## src/rtl/rr_arb_pkg.sv

```systemverilog
// Shared constants, FSM state type and pointer helper for the 8-way round-robin arbiter.
package rr_arb_pkg;

  localparam int NUM_REQ = 8;
  localparam int IDX_W   = 3;

  typedef enum logic [0:0] {
    IDLE  = 1'b0,
    GRANT = 1'b1
  } arb_state_e;

  // Priority pointer after an accepted grant: one past the winner, wrapping 7 -> 0.
  function automatic logic [IDX_W-1:0] next_ptr(input logic [IDX_W-1:0] idx);
    return idx + IDX_W'(1);
  endfunction

endpackage

```

## src/rtl/rr_arbiter_8_if.sv

```systemverilog
// Request/grant bundle between requesters, the arbiter and the downstream decoder.
// Optional req_mask exists only when RR_ARB_MASK_EN is defined.
//
// Handshake: gnt_valid/gnt_idx are held stable by the arbiter until the cycle
// gnt_valid & gnt_ready is seen at a rising edge; that edge completes the transfer.
interface rr_arbiter_8_if;
  import rr_arb_pkg::*;

  logic [NUM_REQ-1:0] req;
  logic               gnt_valid;
  logic [IDX_W-1:0]   gnt_idx;
  logic               gnt_ready;
  logic               busy;
`ifdef RR_ARB_MASK_EN
  logic [NUM_REQ-1:0] req_mask;
`endif

  modport slave (
    input  req,
    input  gnt_ready,
`ifdef RR_ARB_MASK_EN
    input  req_mask,
`endif
    output gnt_valid,
    output gnt_idx,
    output busy
  );

  modport master (
    output req,
    output gnt_ready,
`ifdef RR_ARB_MASK_EN
    output req_mask,
`endif
    input  gnt_valid,
    input  gnt_idx,
    input  busy
  );

endinterface

```

## src/rtl/rr_pick.sv

```systemverilog
// Combinational circular first-set search: scans ptr, ptr+1 ... wrapping, and
// reports the first requesting index.
module rr_pick
  import rr_arb_pkg::*;
(
  input  logic [NUM_REQ-1:0] req,
  input  logic [IDX_W-1:0]   ptr,
  output logic               any,
  output logic [IDX_W-1:0]   idx
);

  logic [IDX_W-1:0] cand;

  always_comb begin
    any  = 1'b0;
    idx  = ptr;
    cand = ptr;
    for (int k = 0; k < NUM_REQ; k++) begin
      cand = ptr + IDX_W'(k);
      if (!any && req[cand]) begin
        any = 1'b1;
        idx = cand;
      end
    end
  end

endmodule

```

## src/rtl/rr_arbiter_8.sv

```systemverilog
// 8-way round-robin arbiter with a held grant until downstream accepts.
// Build option: RR_ARB_MASK_EN adds req_mask (effective req = req & ~req_mask).
module rr_arbiter_8
  import rr_arb_pkg::*;
#(
  parameter logic [IDX_W-1:0] PTR_RST = 3'd0
) (
  input  logic             clk,
  input  logic             rst,
  rr_arbiter_8_if.slave    bus,
  output arb_state_e       state_dbg,
  output logic [IDX_W-1:0] ptr_dbg
);

  arb_state_e         state_q, state_d;
  logic [IDX_W-1:0]   gnt_idx_q, gnt_idx_d;
  logic [IDX_W-1:0]   ptr_q, ptr_d;
  logic [NUM_REQ-1:0] req_eff;
  logic               pick_any;
  logic [IDX_W-1:0]   pick_idx;

`ifdef RR_ARB_MASK_EN
  assign req_eff = bus.req & ~bus.req_mask;
`else
  assign req_eff = bus.req;
`endif

  rr_pick u_pick (
    .req (req_eff),
    .ptr (ptr_q),
    .any (pick_any),
    .idx (pick_idx)
  );

  always_ff @(posedge clk) begin
    if (rst) begin
      state_q   <= IDLE;
      gnt_idx_q <= '0;
      ptr_q     <= PTR_RST;
    end else begin
      state_q   <= state_d;
      gnt_idx_q <= gnt_idx_d;
      ptr_q     <= ptr_d;
    end
  end

  // Requests are only looked at in IDLE, so a grant is never re-decided while held.
  always_comb begin
    state_d   = state_q;
    gnt_idx_d = gnt_idx_q;
    ptr_d     = ptr_q;
    unique case (state_q)
      IDLE: begin
        if (pick_any) begin
          state_d   = GRANT;
          gnt_idx_d = pick_idx;
        end
      end
      GRANT: begin
        if (bus.gnt_ready) begin
          state_d = IDLE;
          ptr_d   = next_ptr(gnt_idx_q);
        end
      end
      default: state_d = IDLE;
    endcase
  end

  assign bus.gnt_valid = (state_q == GRANT);
  assign bus.busy      = (state_q == GRANT);
  assign bus.gnt_idx   = gnt_idx_q;
  assign state_dbg     = state_q;
  assign ptr_dbg       = ptr_q;

endmodule

```

## src/flat_wrapper.sv

```systemverilog
// flat-port wrapper written by rule: the top's interface ports become plain ports
module rr_arbiter_8_flat import rr_arb_pkg::*;
#(
  parameter logic [IDX_W-1:0] PTR_RST = 3'd0
)
  (clk, rst, state_dbg, ptr_dbg, bus_req, bus_gnt_ready, bus_gnt_valid, bus_gnt_idx, bus_busy);
  rr_arbiter_8_if bus_i ();
  input  logic clk;
  input  logic rst;
  output arb_state_e state_dbg;
  output logic [IDX_W-1:0] ptr_dbg;
  input wire logic [$bits(bus_i.req)-1:0] bus_req;
  input wire logic [$bits(bus_i.gnt_ready)-1:0] bus_gnt_ready;
  output wire logic [$bits(bus_i.gnt_valid)-1:0] bus_gnt_valid;
  output wire logic [$bits(bus_i.gnt_idx)-1:0] bus_gnt_idx;
  output wire logic [$bits(bus_i.busy)-1:0] bus_busy;
  assign bus_i.req = bus_req;
  assign bus_i.gnt_ready = bus_gnt_ready;
  assign bus_gnt_valid = bus_i.gnt_valid;
  assign bus_gnt_idx = bus_i.gnt_idx;
  assign bus_busy = bus_i.busy;
  rr_arbiter_8 #(.PTR_RST(PTR_RST)) u_core (.clk(clk), .rst(rst), .bus(bus_i), .state_dbg(state_dbg), .ptr_dbg(ptr_dbg));
endmodule
```

## config.mk

```make
export PLATFORM = sky130hd
export DESIGN_NAME = rr_arbiter_8_flat
export DESIGN_NICKNAME = d
export VERILOG_FILES = /design/src/rtl/rr_arb_pkg.sv /design/src/rtl/rr_arbiter_8_if.sv /design/src/rtl/rr_pick.sv /design/src/rtl/rr_arbiter_8.sv /design/src/flat_wrapper.sv
export SDC_FILE = /design/constraint.sdc
export NUM_CORES = 1
export LEC_CHECK = 0
export ABC_CLOCK_PERIOD_IN_PS = 3000
export BUFFER_PORTS_ARGS = -buffer_cell sky130_fd_sc_hd__buf_2
export CAP_MARGIN = 10
export CORE_MARGIN = 2
export CORE_UTILIZATION = 35
export CTS_BUF_LIST = sky130_fd_sc_hd__clkbuf_16
export DETAILED_ROUTE_END_ITERATION = 10
export PLACE_DENSITY = 0.66
export SETUP_SLACK_MARGIN = 0.05
export SYNTH_ARGS = -nofsm -noshare
export SYNTH_HDL_FRONTEND = slang
export SYNTH_SLANG_ARGS = --single-unit
```

## constraint.sdc

```tcl
create_clock -name clk -period 3 [get_ports clk]
set_clock_uncertainty 0.15 [all_clocks]
set_input_delay 0 -clock clk [delete_from_list [all_inputs] [get_ports clk]]
set_output_delay 0 -clock clk [all_outputs]
set_load 0.01 [all_outputs]
```

==> impl_metrics.env <==
export IMPL_status="finished, final reports clean"
export IMPL_clockBufferDepth=2
export IMPL_swShare=0.356
export IMPL_grtUsageTotal=0.164
export IMPL_cts_root_buf="clkbuf_16"
export IMPL_clockPowerShare=0.322
export IMPL_crit_fanout=24
export IMPL_utilization=0.434
export IMPL_dieWidth_um=67.1
export IMPL_path_clk_slew_ns=0.04
export IMPL_register_area_um2=143
export IMPL_fmax_mhz=347
export IMPL_cts_made_buffers=3
export IMPL_via_per_inst=5.84
export IMPL_power_total_uw=699
export IMPL_io_pins=20
export IMPL_period_minus_slack_ns=2.88
export IMPL_synth_compound_area_frac=0.238
export IMPL_synth_edf_count=0
export IMPL_p_sw_uw=249
export IMPL_ant_nets=0
export IMPL_hpwl_um=2560
export IMPL_syn_nets=166
export IMPL_io_buffer_count=19
export IMPL_timing_hold_ws_ns=0.0595
export IMPL_yosysUniqueCellTypes=53
export IMPL_p_leak_nw=0.657
export IMPL_ir_drop_uv=169
export IMPL_tightest_slew_ns=0.513
export IMPL_drt_pre_antenna_iters=5
export IMPL_slew_violations=0
export IMPL_initial_utilization=0.372
export IMPL_routedWlPerCell_um=15.7
export IMPL_rows=22
export IMPL_synth_area_mux_share=0.327
export IMPL_n_fill_cell=379
export IMPL_htree_levels=1
export IMPL_setup_viol=0
export IMPL_grt_pass1_vias=1166
export IMPL_syn_inst=152
export IMPL_final_cell_area_mm2=0.00163
export IMPL_antenna_found_initial=0
export IMPL_diodes=0
export IMPL_coreArea_mm2=0.00374
export IMPL_ys_flop_type="dfxtp_1"
export IMPL_nets=193
export IMPL_place_area_mm2=0.00149
export IMPL_gp_congestion=0.895
export IMPL_dp_slack_ns=0.104
export IMPL_first_iter_violations=100
export IMPL_critPathArrivalTime_ns=2.85
export IMPL_required_ns=2.97
export IMPL_dieArea_mm2=0.00450
export IMPL_cts_tree="done"
export IMPL_hold_violations=0
export IMPL_grt_max_degree=25
export IMPL_crit_path_end_kind="flop"
export IMPL_vias=1320
export IMPL_synth_xor_xnor_area_share=0.0189
export IMPL_setup_slack_ns=0.116
export IMPL_ys_warn_count=0
export IMPL_grt_pass1_wl_um=5710
export IMPL_die_y_um=67.1
export IMPL_fin_crit_sh=0.961
export IMPL_synth_fa_ha_area_frac=0.0270
export IMPL_synthSimpleGateAreaFrac=0.156
export IMPL_maxSlewHeadroom=0.658
export IMPL_power_frac_seq=0.167
export IMPL_crit_type="flop to flop"
export IMPL_drt_total_wl_um=3550
export IMPL_intPower_uw=450
export IMPL_place_inst=216
export IMPL_synth_top_family_by_area="multiplexers"
export IMPL_ys_seq_elements=7
export IMPL_clk_latency_ns=0.23
export IMPL_maxCapViolCount=0
export IMPL_setup_worst_path_start_class="flop"
export IMPL_avgSynthCellArea_um2=9.16
export IMPL_gr_total_overflow=0
export IMPL_stdcell_count=226
export IMPL_rsz0062_at_grt="true"
export IMPL_drc_errors=0
export IMPL_drive_gt1_frac=0.326
export IMPL_netlist_area_mm2=0.00139
export IMPL_cts_sinks=7
export IMPL_multiInputGateArea_mm2=0.00109
export IMPL_hold_class="input port to flop"
export IMPL_synthArstFlopShare=0
export IMPL_fin_tns_setup_ns=0
export IMPL_ys_seq_area_frac=0.101
export IMPL_pwr_share_comb=0.511
export IMPL_p_per_area_mw_per_mm2=430
export IMPL_syn_to_final_growth_pct=16.7
==> worst max-delay path, stage by stage (launching register included) <==
cell      delay (ns)
dfxtp_2         0.37
buf_4           0.32
mux4_1          0.68
mux2_2          0.37
nor4_1          0.42
o21bai_1        0.10
nand2_1         0.07
mux2i_1         0.07
a31o_1          0.22
==> synthesized netlist by cell type (3+ instances only) <==
library cell,count,area [um^2]
nand2b_1,4,25.0
mux2_2,5,56.3
nor2_1,13,48.8
xnor2_1,3,26.3
a21oi_1,7,35.0
clkbuf_8,4,55.1
mux2i_1,14,140
inv_1,6,22.5
dfxtp_1,7,140
mux4_1,7,184
a31oi_1,4,25.0
a211oi_1,3,22.5
ha_1,3,37.5
o21ai_0,9,45.0
nand2_1,13,48.8
==> per-layer routing <==
metal / track usage / vias to the layer above / wire length [um]
met1: 0.229 / 641 / 1660
met3: 0.0304 / 2 / 177
met4: 0.0255 / 0 / 26
li1: - / 640 / -
met2: 0.264 / 37 / 1690
met5: 0 / - / 0
==> registers in the layout (all words and copies together), names as in the netlist <==
| name | flops |
|---|---|
| u_core.bus.gnt_idx | 3 |
| u_core.ptr_dbg | 3 |
| u_core.bus.busy | 1 |
==> final timing paths <==
check	end	cells after the start	startpoint	slack, ns
worst min register to register	u_core.bus.gnt_idx[1]$_SDFFE_PP0P_	2	u_core.bus.gnt_idx[1]$_SDFFE_PP0P_	0.34
worst max-delay path	u_core.bus.gnt_idx[2]$_SDFFE_PP0P_	8	u_core.ptr_dbg[0]$_SDFFE_PP0P_	0.12
worst max register to register	u_core.bus.gnt_idx[2]$_SDFFE_PP0P_	8	u_core.ptr_dbg[0]$_SDFFE_PP0P_	0.12
worst min-delay path	u_core.bus.busy$_SDFF_PP0_	3	bus_gnt_ready	0.06
==> placed cells by master, fill, tap and decap left out, drive strengths merged, types with 2 or more instances in the layout <==
cell / instances
buf: 34
mux2i: 14
nand2: 13
nor2: 13
o21ai: 9
mux4: 9
a21oi: 7
inv: 7
mux2: 7
dfxtp: 7
nand2b: 4
a31oi: 4
xnor2: 3
a211oi: 3
clkbuf: 3
a22oi: 3
ha: 3
nor2b: 2
nand3: 2
o22ai: 2
o211ai: 2
nor3: 2
nor4: 2
a221oi: 2
==> power groups by stage <==
stage	clock [mW]	combinational (mW)	sequential, mW
floorplan	0	0.270	0.118
global placement	0	0.330	0.118
detailed placement	0	0.331	0.118
CTS	0.228	0.333	0.117
global route	0.235	0.389	0.119
finish	0.225	0.357	0.117
==> logic make-up (layout without fill, tap and decap cells) <==
| family | after synthesis | after routing |
|---|---|---|
| flip-flops | 7 | 7 |
| adder cells (fa/ha/maj) | 3 | 3 |
| XOR/XNOR | 3 | 3 |
| AO/OA/AOI/OAI | 46 | 46 |
| AND/OR/NAND/NOR | 43 | 43 |
| multiplexers | 30 | 30 |
| buffers and inverters | 20 | 46 |
==> layout make-up <==
cell class	instances	area share
Clock inverter	1	0.00231
Multi-Input combinational cell	125	0.671
Timing Repair Buffer	35	0.134
Clock buffer	3	0.0462
Inverter	7	0.0216
Tap cell	48	0.0370
Sequential cell	7	0.0878
==> what timing repair did <==
item / 4_1_cts / 5_1_grt
hold buffers: 1 / 0
resized for setup: 0 / 5
hold endpoints to repair: 6 / 0
setup buffers: 0 / 5
setup endpoints to repair: 0 / 3
Power figures use the tool's default switching activity.
